<file path="config.mk">
export PLATFORM = sky130hd
export DESIGN_NAME = shared_adder33_sched
export DESIGN_NICKNAME = d
export VERILOG_FILES = /design/src/rtl/shared_adder33_sched.sv
export SDC_FILE = /design/constraint.sdc
export NUM_CORES = 1
export LEC_CHECK = 0
export BUFFER_PORTS_ARGS = -buffer_cell sky130_fd_sc_hd__clkbuf_2
export CAP_MARGIN = 20
export CORE_MARGIN = 2
export CORE_UTILIZATION = 43
export CTS_CLUSTER_SIZE = 30
export DETAILED_ROUTE_END_ITERATION = 10
export GPL_ROUTABILITY_DRIVEN = 0
export MAX_ROUTING_LAYER = met4
export PLACE_DENSITY = 0.77
export SYNTH_ARGS = -nofsm -noshare
export SYNTH_HDL_FRONTEND = slang
export SYNTH_SLANG_ARGS = --single-unit
</file>
<file path="constraint.sdc">
create_clock -name clk -period 1.99 [get_ports clk]
set_input_delay 0.398 -clock clk [delete_from_list [all_inputs] [get_ports clk]]
set_output_delay 0.398 -clock clk [all_outputs]
set_load 0.01 [all_outputs]
</file>
<file path="src/rtl/shared_adder33_sched.sv">
// Round-robin scheduler sharing one 33+11-bit unsigned adder between NUM_REQ requesters.
// Optional overflow flag and saturating overflow counter: define SHARED_ADDER33_SCHED_OVF_EN.
module shared_adder33_sched #(
    parameter int unsigned NUM_REQ = 4,
    parameter int unsigned ID_W    = 2
) (
    input  logic                  clk,
    input  logic                  rst,
    input  logic [NUM_REQ-1:0]    req_valid,
    output logic [NUM_REQ-1:0]    req_ready,
    input  logic [NUM_REQ*33-1:0] req_a,
    input  logic [NUM_REQ*11-1:0] req_b,
    output logic                  rsp_valid,
    input  logic                  rsp_ready,
    output logic [33:0]           rsp_sum,
    output logic [ID_W-1:0]       rsp_id
`ifdef SHARED_ADDER33_SCHED_OVF_EN
    ,
    output logic                  rsp_ovf,
    output logic [15:0]           ovf_cnt
`endif
);

    localparam int unsigned A_W = 33;
    localparam int unsigned B_W = 11;
    localparam int unsigned S_W = 34;

    typedef enum logic [1:0] {
        IDLE = 2'd0,
        EXEC = 2'd1,
        RESP = 2'd2
    } state_t;

    state_t          state;
    logic [ID_W-1:0] rr_ptr;
    logic [ID_W-1:0] id;
    logic [A_W-1:0]  op_a;
    logic [B_W-1:0]  op_b;

    logic            grant_vld;
    logic [ID_W-1:0] grant_id;
    logic [A_W-1:0]  gnt_a;
    logic [B_W-1:0]  gnt_b;
    logic [S_W-1:0]  sum_c;
    int unsigned     idx;

    // Rotating priority search starting at rr_ptr; first valid requester wins.
    always_comb begin
        grant_vld = 1'b0;
        grant_id  = '0;
        idx       = 0;
        for (int unsigned k = 0; k < NUM_REQ; k++) begin
            idx = (32'(rr_ptr) + k) % NUM_REQ;
            if (!grant_vld && req_valid[ID_W'(idx)]) begin
                grant_vld = 1'b1;
                grant_id  = ID_W'(idx);
            end
        end
    end

    always_comb begin
        gnt_a = '0;
        gnt_b = '0;
        for (int i = 0; i < int'(NUM_REQ); i++) begin
            if (grant_id == ID_W'(i)) begin
                gnt_a = req_a[A_W*i +: A_W];
                gnt_b = req_b[B_W*i +: B_W];
            end
        end
    end

    // Ready is only offered in IDLE, so a grant and its handshake coincide.
    always_comb begin
        req_ready = '0;
        if (state == IDLE && grant_vld && !rst) begin
            req_ready[grant_id] = 1'b1;
        end
    end

    assign sum_c = {1'b0, op_a} + S_W'(op_b);

    always_ff @(posedge clk) begin
        if (rst) begin
            state     <= IDLE;
            rr_ptr    <= '0;
            id        <= '0;
            op_a      <= '0;
            op_b      <= '0;
            rsp_valid <= 1'b0;
            rsp_sum   <= '0;
            rsp_id    <= '0;
`ifdef SHARED_ADDER33_SCHED_OVF_EN
            rsp_ovf   <= 1'b0;
            ovf_cnt   <= '0;
`endif
        end else begin
            case (state)
                IDLE: begin
                    if (grant_vld) begin
                        op_a  <= gnt_a;
                        op_b  <= gnt_b;
                        id    <= grant_id;
                        state <= EXEC;
                    end
                end
                EXEC: begin
                    rsp_sum   <= sum_c;
                    rsp_id    <= id;
                    rsp_valid <= 1'b1;
`ifdef SHARED_ADDER33_SCHED_OVF_EN
                    rsp_ovf   <= sum_c[S_W-1];
`endif
                    state     <= RESP;
                end
                RESP: begin
                    if (rsp_ready) begin
                        rsp_valid <= 1'b0;
                        rr_ptr    <= (id == ID_W'(NUM_REQ - 1)) ? '0 : id + ID_W'(1);
`ifdef SHARED_ADDER33_SCHED_OVF_EN
                        if (rsp_ovf && ovf_cnt != 16'hFFFF) begin
                            ovf_cnt <= ovf_cnt + 16'd1;
                        end
`endif
                        state     <= IDLE;
                    end
                end
                default: state <= IDLE;
            endcase
        end
    end

endmodule

</file>
==> reports/results.tsv, run 1 <==
metric	value	unit
yosysTopAreaCell	dfxtp_1	
required	2.26	ns
fin_crit	2.14	ns
io_buffers	223	
setup_viol	15	
yosysTopAreaCellShare	34.3	%
startpoint	op_a[0]$_SDFFE_PP0N_	
cp.depth	9	
cts_root_buf	clkbuf_16	
start_kind	flip-flop	
end_kind	flip-flop	
cap_violations	0	
overflow	0	
violations	negative setup slack	
slowest_delay	0.37	ns
postRouteAntennaNets	0	
setup_ws	-0.148	ns
r2r_slack	-0.15	ns
grt_max_degree	45	
fp.dieH	113	um
r2r_start	op_a[0]$_SDFFE_PP0N_	
p_total	5.53	mW
power.leakage	3.25	nW
core-area	11500	sq um
status	complete, but fails checks	
grt_pass1_wl	24.4	mm
rsz0062_at_grt	yes	
dp_hpwl	11.7	mm
dr.first_iter.drc_count	442	
async_reset_ff_share	0	%
clock_latency	0.33	ns
crit_arrival	2.40	ns
pin_count	224	
yosysSeqAreaShare	34.3	%
htreeDepth	3	
synth_top_flop_cell	dfxtp_1	
via_count	5351	
fmax	468	MHz
cp_num_buf_inv	1	
reg2reg_to	rsp_sum[8]$_SDFFE_PP0P_	
yosys.cell_types.count	50	
path_cells	ha_4, fa_2, a21oi_2, o211ai_2, buf_6, a211oi_4, nor3_1, o31ai_1, nor2b_1	
dieArea	12700	sq um
crit_end	rsp_sum[8]$_SDFFE_PP0P_	
cts_tree	done	
synth_seq_cells	87	
synthTopCellsByCount	mux2i_1, dfxtp_1, nand2_1	
routed.top_layer	met4	
area_growth	46.7	%
worstPathMaxFanout	3	
placementRows	39	
p_sw	1.69	mW
vias_per_cell	5.53	
internal_power	3.83	mW
drc	0	
nets	1017	
met1_length	6.55	mm
dr_wl_met3	683	um
fin_util	64.9	%
dr.pass1.iters	5	
cts_buffer_depth	2	
worstMarginPinSlew	0.628	ns
grt_pass1_vias	5217	
finalHoldViolations	0	
hp-class	in -> reg	
ir_drop	0.503	mV
synth_cells	564	
final.period_utilization	107	%
synth_area	5070	sq um
grtUsageTotal	23.8	%
numClockSinks	87	
p_comb_share	30.3	%
skew	0.00796	ns
r2r_cells	9	
finalMaxSlewViolations	0	
critical_path.top_delay_family	compound AO/OA/AOI/OAI gates	
wl_per_cell	16.4	um
cts_buffers	9	
synth_fp_nets	760	
syn_area_per_cell	9.00	sq um
met2_length	8.06	mm
power.density	742	nW/um^2
initial_core_util	44.2	%
slew_headroom	58.0	%
crit_type	reg -> reg	
drt_wl_total	15.9	mm
clockPowerShare	30.6	%
diodes	0	
synth_area_leaders	dfxtp_1, mux2i_1, o221ai_1	
clk_pin_slew	0.06	ns
n_fill_cell	886	
min_from	rsp_ready	
critPathSlowestCell	fa_2	
drive_above_1_share	46.2	%
synth.most_common_cell	mux2i_1	
p_seq_share	39.1	%
ys_warn_count	0	
sw_frac_of_total	30.7	%
die_w	113	um
synth_edf_count	0	
antenna_found_initial	0	
==> how the worst min path moves through the flow <==
stage                               to  cells after the start  slack (ns)
2_1_floorplan     op_b[0]$_SDFFE_PP0N_                      2        0.44
3_3_place_gp   rsp_sum[0]$_SDFFE_PP0P_                      2        0.45
3_5_place_dp   rsp_sum[0]$_SDFFE_PP0P_                      2        0.45
4_1_cts          state[0]$_SDFFE_PP0P_                      2        0.36
5_1_grt          state[1]$_SDFFE_PP0P_                      3        0.38
6_report         state[1]$_SDFFE_PP0P_                      3        0.37
==> kinds of logic after synthesis <==
logic type,after synthesis,synth area share [%]
buffers and inverters,50,5.06
flip-flops,87,34.3
AND/OR/NAND/NOR,161,15.0
multiplexers,91,18.0
XOR/XNOR,25,4.32
AO/OA/AOI/OAI,137,20.0
adder cells (fa/ha/maj),13,3.35
==> power groups by stage <==
stage / clock [mW] / sequential (mW) / combinational, mW
finish: 1.69 / 2.16 / 1.67
detailed placement: 0 / 2.17 / 1.47
floorplan: 0 / 2.16 / 0.846
global route: 1.81 / 2.18 / 1.82
global placement: 0 / 2.17 / 1.41
CTS: 1.72 / 2.15 / 1.51
==> cell type report <==
type	count	area [sq um]	area share (%)
tap	143	179	2.40
clock buffer	12	256	3.45
multi-input combinational	429	3490	46.9
timing repair buffer	285	1670	22.4
clock inverter	3	42.5	0.572
sequential	87	1770	23.7
inverter	9	36.3	0.487
==> layout by cell type, fill, tap and decap left out, types with 4 or more instances in the layout <==
cell type	instances
clkbuf_2	219
mux2i_1	87
dfxtp_1	77
nand2_1	65
buf_4	51
o221ai_1	45
nor2_1	38
a211oi_1	23
a21oi_1	17
xnor2_1	16
nand3_1	13
clkbuf_16	9
inv_1	8
xor2_1	8
a21oi_4	7
a21oi_2	7
nor3_1	7
ha_4	7
o211ai_1	6
dfxtp_4	5
dfxtp_2	5
buf_6	5
buf_12	5
nand2_2	4
a211oi_2	4
o21ai_0	4
mux2i_2	4
ha_1	4
buf_2	4
==> registers in the layout, indices dropped and copies added (netlist names) <==
register,flops
id,2
op_a,33
op_b,11
rr_ptr,2
rsp_id,2
rsp_sum,34
rsp_valid,1
state,2
==> timing repair <==
item | CTS | global route
gates cloned | 0 | 2
pin swaps | 16 | 57
resized for setup | 25 | 73
setup buffers | 6 | 8
setup endpoints to repair | 31 | 47
hold buffers | 0 | 0
==> routing by layer <==
metal	global-route usage [%]	vias to the layer above
met3	1.73	48
met5	-	-
met2	42.3	215
li1	-	2602
met4	8.78	0
met1	28.3	2486
==> worst register-to-register path, cell delays in order, from the launching register on <==
cell and delay [ns]:
dfxtp_4 0.36, ha_4 0.17, fa_2 0.37, a21oi_2 0.17, o211ai_2 0.14, buf_6 0.16, a211oi_4 0.20, nor3_1 0.09
o31ai_1 0.25, nor2b_1 0.17
==> through the flow <==
stage	TNS, ns	setup slack [ns]	hold slack (ns)	cells	cell area [sq um]
2_1_floorplan	-0.0422	-0.0198	0.437	564	5110
3_3_place_gp	-1.33	-0.121	0.447	937	6620
3_5_place_dp	-6.48	-0.227	0.449	937	6620
4_1_cts	-0.477	-0.121	0.356	958	7070
5_1_grt	-2.89	-0.243	0.380	968	7440
6_report	-0.704	-0.148	0.369	968	7440
No activity file was read; power rests on OpenSTA's default activity.
==> run 2, diff against run 1 <==
Settings changed: BUFFER_PORTS_ARGS -buffer_cell sky130_fd_sc_hd__clkbuf_2 to -buffer_cell sky130_fd_sc_hd__buf_2, CORE_UTILIZATION 43 to 52, GPL_TIMING_DRIVEN set to 0, PLACE_DENSITY 0.77 to 0.87.
Clock period 1.99 ns to 2.54 ns, I/O delays scaled along.
==> reports/results.tsv, run 2 (same netlist as run 1, synthesis figures left out) <==
metric	value	unit	change
dp_slack	-0.350	ns	-0.123 ns
nets	994		-2.3%
status	complete, no violations		
skew	0.00945	ns	+0.00149 ns
io_buffers	223		unchanged
drive_above_1_share	34.1	%	-12 points
fin_crit	2.42	ns	
ir_drop	0.280	mV	-44%
path_cells	a311o_1, nor2_2, nand2_4, nor2_1, buf_2		
start_kind	flip-flop		
fmax	414	MHz	
numClockSinks	87		unchanged
end_kind	output pin		
die_w	103	um	-8.7%
largest_reg_flops	34		unchanged
finalHoldViolations	0		unchanged
routed.top_layer	met4		
layout_commonest_cell	buf_2		
postRouteAntennaNets	0		unchanged
initial_core_util	52.6	%	+8.4 points
core-area	9640	sq um	-16%
pin_count	224		unchanged
power.density	570	nW/um^2	-23%
final_cell_mix	buf_2, mux2i_1, dfxtp_1, nand2_1, o221ai_1		
drt_wl_total	15.5	mm	-2.7%
antenna_found_initial	0		unchanged
dr_wl_met3	945	um	+38%
largest_registers	rsp_sum: 34 flops, op_a: 33 flops, op_b: 11 flops		
cap_violations	0		unchanged
met1_length	6.40	mm	-2.3%
min_from	rst		
wl_per_cell	16.5	um	+0.65%
final.period_utilization	95.2	%	
required	2.03	ns	-0.23 ns
timing.setup.tns	0	ns	+0.704 ns
clock_latency	0.37	ns	+0.04 ns
slew_headroom	57.7	%	-0.34 points
dr.first_iter.drc_count	292		-34%
area_growth	30.2	%	
cts_buffer_depth	2		unchanged
slowest_delay	0.42	ns	+0.05 ns
cts_root_buf	clkbuf_8		
via_count	5291		-1.1%
dr.pass1.iters	5		unchanged
r2r_start	op_a[0]$_SDFFE_PP0N_		
vias_per_cell	5.65		+2.3%
htreeDepth	3		unchanged
hp-class	in -> reg		
cts_buffers	9		unchanged
clk_pin_slew	0.08	ns	+0.02 ns
overflow	0		unchanged
grt_max_degree	20		-56%
crit_type	reg -> out		
worstPathMaxFanout	19		+16
dieArea	10600	sq um	-17%
grt_pass1_wl	23.7	mm	-2.5%
setup_ws	0.122	ns	+0.270 ns
diodes	0		unchanged
grtUsageTotal	29.3	%	+5.5 points
critPathSlowestCell	a311o_1		
fp.dieH	103	um	-8.7%
power.leakage	2.97	nW	-8.6%
worstMarginPinSlew	0.630	ns	+0.00216 ns
cts_tree	done		
setup_viol	0		-15
hold_buffers	0		unchanged
grt_pass1_vias	5119		-1.9%
drc	0		unchanged
crit_arrival	1.91	ns	-0.49 ns
finalMaxSlewViolations	0		unchanged
placementRows	36		-7.7%
met2_length	7.68	mm	-4.7%
startpoint	state[0]$_SDFFE_PP0P_		
regMostFlops	rsp_sum		
dp_hpwl	12.0	mm	+2.1%
==> run 2: power by group <==
part           switching [mW]  internal [mW]
Combinational           0.575          0.495
Sequential              0.153           1.53
Clock                   0.505          0.510
==> run 2: cell type report <==
class	count	area (sq um)
Inverter	9	33.8
Fill cell	804	3030
Multi-Input combinational cell	427	3090
Clock inverter	4	53.8
Buffer	37	215
Sequential cell	87	1740
Timing Repair Buffer	227	1150
Clock buffer	12	155
Tap cell	133	166
==> run 2: per-layer routing <==
layer,global-route usage [%],vias up
li1,-,2561
met1,35.4,2464
met2,49.7,228
met3,3.73,38
met4,11.9,0
met5,-,-
==> run 2: per-stage QoR <==
| step | util, % | hold slack, ns | power (mW) | area (sq um) | instances |
|---|---|---|---|---|---|
| floorplan | - | 0.437 | 2.34 | 5070 | 564 |
| global placement | 65.9 | 0.448 | 2.70 | 6360 | 920 |
| detailed placement | 65.9 | 0.446 | 2.75 | 6360 | 920 |
| CTS | 68.1 | 0.391 | 3.74 | 6560 | 932 |
| global route | 68.5 | 0.398 | 3.93 | 6610 | 936 |
| finish | 68.5 | 0.392 | 3.77 | 6610 | 936 |
==> run 2: path summary, 6_finish.rpt <==
kind	cells after the start	end	slack, ns
worst min-delay path	2	state[0]$_SDFFE_PP0P_	0.39
worst min register to register	2	rsp_id[1]$_SDFFE_PP0P_	0.46
worst max-delay path	5	req_ready[2]	0.12
worst max register to register	9	rsp_sum[30]$_SDFFE_PP0P_	0.14
==> run 2: timing repair <==
item,4_1_cts,5_1_grt
gates resized for setup,4,4
pin swaps,0,0
setup endpoints to repair,4,4
buffers inserted,0,4
==> run 2: worst max-delay path, delay by kind of cell (launching register included) <==
| family | cells | cell delay, ns |
|---|---|---|
| flops | 1 | 0.35 |
| simple gates | 3 | 0.62 |
| buf+inv | 1 | 0.14 |
| compound gates | 1 | 0.42 |
==> run 3, diff against run 2 <==
Settings changed: ABC_AREA set to 1, CELL_PAD_IN_SITES_DETAIL_PLACEMENT set to 1, CELL_PAD_IN_SITES_GLOBAL_PLACEMENT set to 2, CORE_UTILIZATION 52 to 27, PLACE_DENSITY 0.87 to not set, PLACE_DENSITY_LB_ADDON set to 0.1.
==> reports/results.tsv, run 3 <==
metric	value	unit	change
status	complete, no violations		
rsz0062_at_grt	yes		
io_buffers	222		-0.45%
initial_core_util	27.4	%	-25 points
synth_edf_count	0		unchanged
yosys.cell_types.count	36		-28%
crit_arrival	1.98	ns	+0.07 ns
grt_pass1_vias	7429		+45%
cap_violations	0		unchanged
die_w	153	um	+49%
clk_pin_slew	0.06	ns	-0.02 ns
internal_power	3.27	mW	+29%
fp.dieH	153	um	+49%
fmax	401	MHz	-3.0%
cts_tree	done		
ir_drop	0.283	mV	+1.2%
syn_area_per_cell	6.00	sq um	-33%
finalHoldViolations	0		unchanged
dp_hpwl	19.6	mm	+64%
cts_root_buf	clkbuf_16		
n_fill_cell	2974		+270%
grtUsageTotal	21.2	%	-8.2 points
cts_buffer_depth	2		unchanged
dr.pass1.iters	4		-1
dieArea	23400	sq um	+120%
critPathSlowestCell	dfxtp_4		
setup_viol	0		unchanged
synth_fp_nets	1194		+57%
p_sw	2.33	mW	+89%
ys_warn_count	0		unchanged
synth_area	5990	sq um	+18%
postRouteAntennaNets	0		unchanged
hold_buffers	0		unchanged
timing.hold.ws	0.454	ns	+0.0613 ns
pin_count	224		unchanged
final.period_utilization	98.1	%	+2.9 points
layout_commonest_cell	buf_2		
end_kind	output pin		
via_count	7086		+34%
regMostFlops	rsp_sum		
clockPowerShare	22.2	%	-4.8 points
p_comb_share	44.5	%	+16 points
drc	0		unchanged
finalMaxSlewViolations	0		unchanged
clock_latency	0.35	ns	-0.02 ns
skew	0.0107	ns	+0.00122 ns
synth_seq_cells	87		unchanged
drt_wl_total	24.0	mm	+55%
crit_type	reg -> out		
required	2.03	ns	about the same
final_cell_mix	buf_2, nand2_1, nor2_1, nand3_1		
largest_registers	rsp_sum: 34 flops, op_a: 33 flops, op_b: 11 flops		
yosysSeqAreaShare	29.1	%	-5.2 points
yosysTopAreaCellShare	29.1	%	-5.2 points
power.leakage	4.19	nW	+41%
synth_cells	998		+77%
vias_per_cell	4.63		-18%
htreeDepth	3		unchanged
drive_above_1_share	27.2	%	-6.9 points
power.density	692	nW/um^2	+21%
synth.most_common_cell	nand2_1		
area_growth	35.4	%	
overflow	0		unchanged
yosysTopAreaCell	dfxtp_1		
synth_area_leaders	dfxtp_1, nand2_1, nand3_1		
grt_pass1_wl	38.5	mm	+62%
synth_top_flop_cell	dfxtp_1		
slowest_delay	0.37	ns	-0.05 ns
cpMostUsedCell	nand2_2		
path_cells	buf_8, nand2_2, nand2_2, nand2_2, nand2_2, nand4_1, buf_4, nand3_4, buf_12, nor3_2, buf_2		
synthTopCellsByCount	nand2_1, nor2_1, nand3_1		
dr.first_iter.drc_count	269		-7.9%
largest_reg_flops	34		unchanged
p_seq_share	33.3	%	-11 points
antenna_found_initial	0		unchanged
nets	1444		+45%
start_kind	flip-flop		
fin_crit	2.49	ns	+0.0739 ns
sw_frac_of_total	41.6	%	+8.9 points
core-area	21800	sq um	+130%
numClockSinks	87		unchanged
fin_util	37.1	%	-31 points
async_reset_ff_share	0	%	unchanged
wl_per_cell	15.6	um	-5.2%
worstPathMaxFanout	5		-14
hp-class	in -> reg		
cts_buffers	9		unchanged
worstMarginPinSlew	0.699	ns	+0.0686 ns
grt_max_degree	16		-20%
placementRows	54		+50%
slew_headroom	53.2	%	-4.5 points
diodes	0		unchanged
## run 3: critical path: cells and delay by family (launching register included)
kind / cells / cell delay [ns]
simple gates: 7 / 0.67
buf+inv: 4 / 0.60
flops: 1 / 0.37
## run 3: cell type report
cell class / instances / area [sq um] / share of cell area, %
inverters: 91 / 349 / 4.31
clock buffers: 12 / 256 / 3.16
well taps: 280 / 350 / 4.32
repair buffers: 241 / 1260 / 15.5
multi-input cells: 765 / 3780 / 46.7
plain buffers: 53 / 340 / 4.20
clock inverters: 3 / 18.8 / 0.232
flip-flops and latches: 87 / 1750 / 21.6
## run 3: cell families (layout without fill, tap and decap cells)
family | count (synthesis) | in the layout | share of synthesized area, %
DFF | 87 | 87 | 29.1
and+or+nand+nor | 618 | 618 | 44.9
xor gates and xnor gates | 13 | 13 | 1.90
buffers and inverters | 146 | 400 | 10.8
adders and majority gates | 13 | 13 | 2.84
AOI/OAI and AO/OA | 121 | 121 | 10.6
## run 3: through the flow
stage	cell area, sq um	worst slack (ns)	std cells	TNS [ns]	total power, mW
2_1_floorplan	5990	0.223	998	0	3.35
3_3_place_gp	7450	-0.379	1500	-1.61	4.24
3_5_place_dp	7450	-0.412	1500	-2.02	4.27
4_1_cts	7870	0.00415	1522	0	5.61
5_1_grt	8110	-0.0608	1532	-0.284	6.09
6_report	8110	0.0479	1532	0	5.61
## run 3: layer usage
layer,up-vias,routed length [um],global-route usage (%)
met1,3181,12000,28.6
met2,160,10900,34.1
met5,-,0,-
met3,12,763,2.61
met4,0,299,4.63
li1,3733,-,-
## run 3: power groups by stage
stage,clock (mW),combinational [mW],sequential (mW)
after floorplan,0,1.50,1.85
after global placement,0,2.35,1.89
after detailed placement,0,2.37,1.90
after CTS,1.29,2.46,1.87
after global routing,1.33,2.85,1.91
final,1.25,2.49,1.87
## run 3: path summary, 6_finish.rpt
| path | startpoint | end | slack [ns] | cells after the start |
|---|---|---|---|---|
| max | rr_ptr[0]$_SDFFE_PP0P_ | req_ready[1] | 0.05 | 11 |
| min | rsp_ready | state[1]$_SDFFE_PP0P_ | 0.45 | 3 |
| max reg2reg | rr_ptr[0]$_SDFFE_PP0P_ | op_a[23]$_SDFFE_PP0N_ | 0.14 | 17 |
| min reg2reg | rsp_valid$_SDFFE_PP0P_ | rsp_valid$_SDFFE_PP0P_ | 0.46 | 2 |
## run 3: what timing repair did
item / 4_1_cts / 5_1_grt
cloned: 0 / 1
setup buffers: 9 / 9
pin swaps: 6 / 24
gates resized for setup: 24 / 47
endpoints found under the setup margin: 7 / 15
endpoints found under the hold margin: 0 / 0
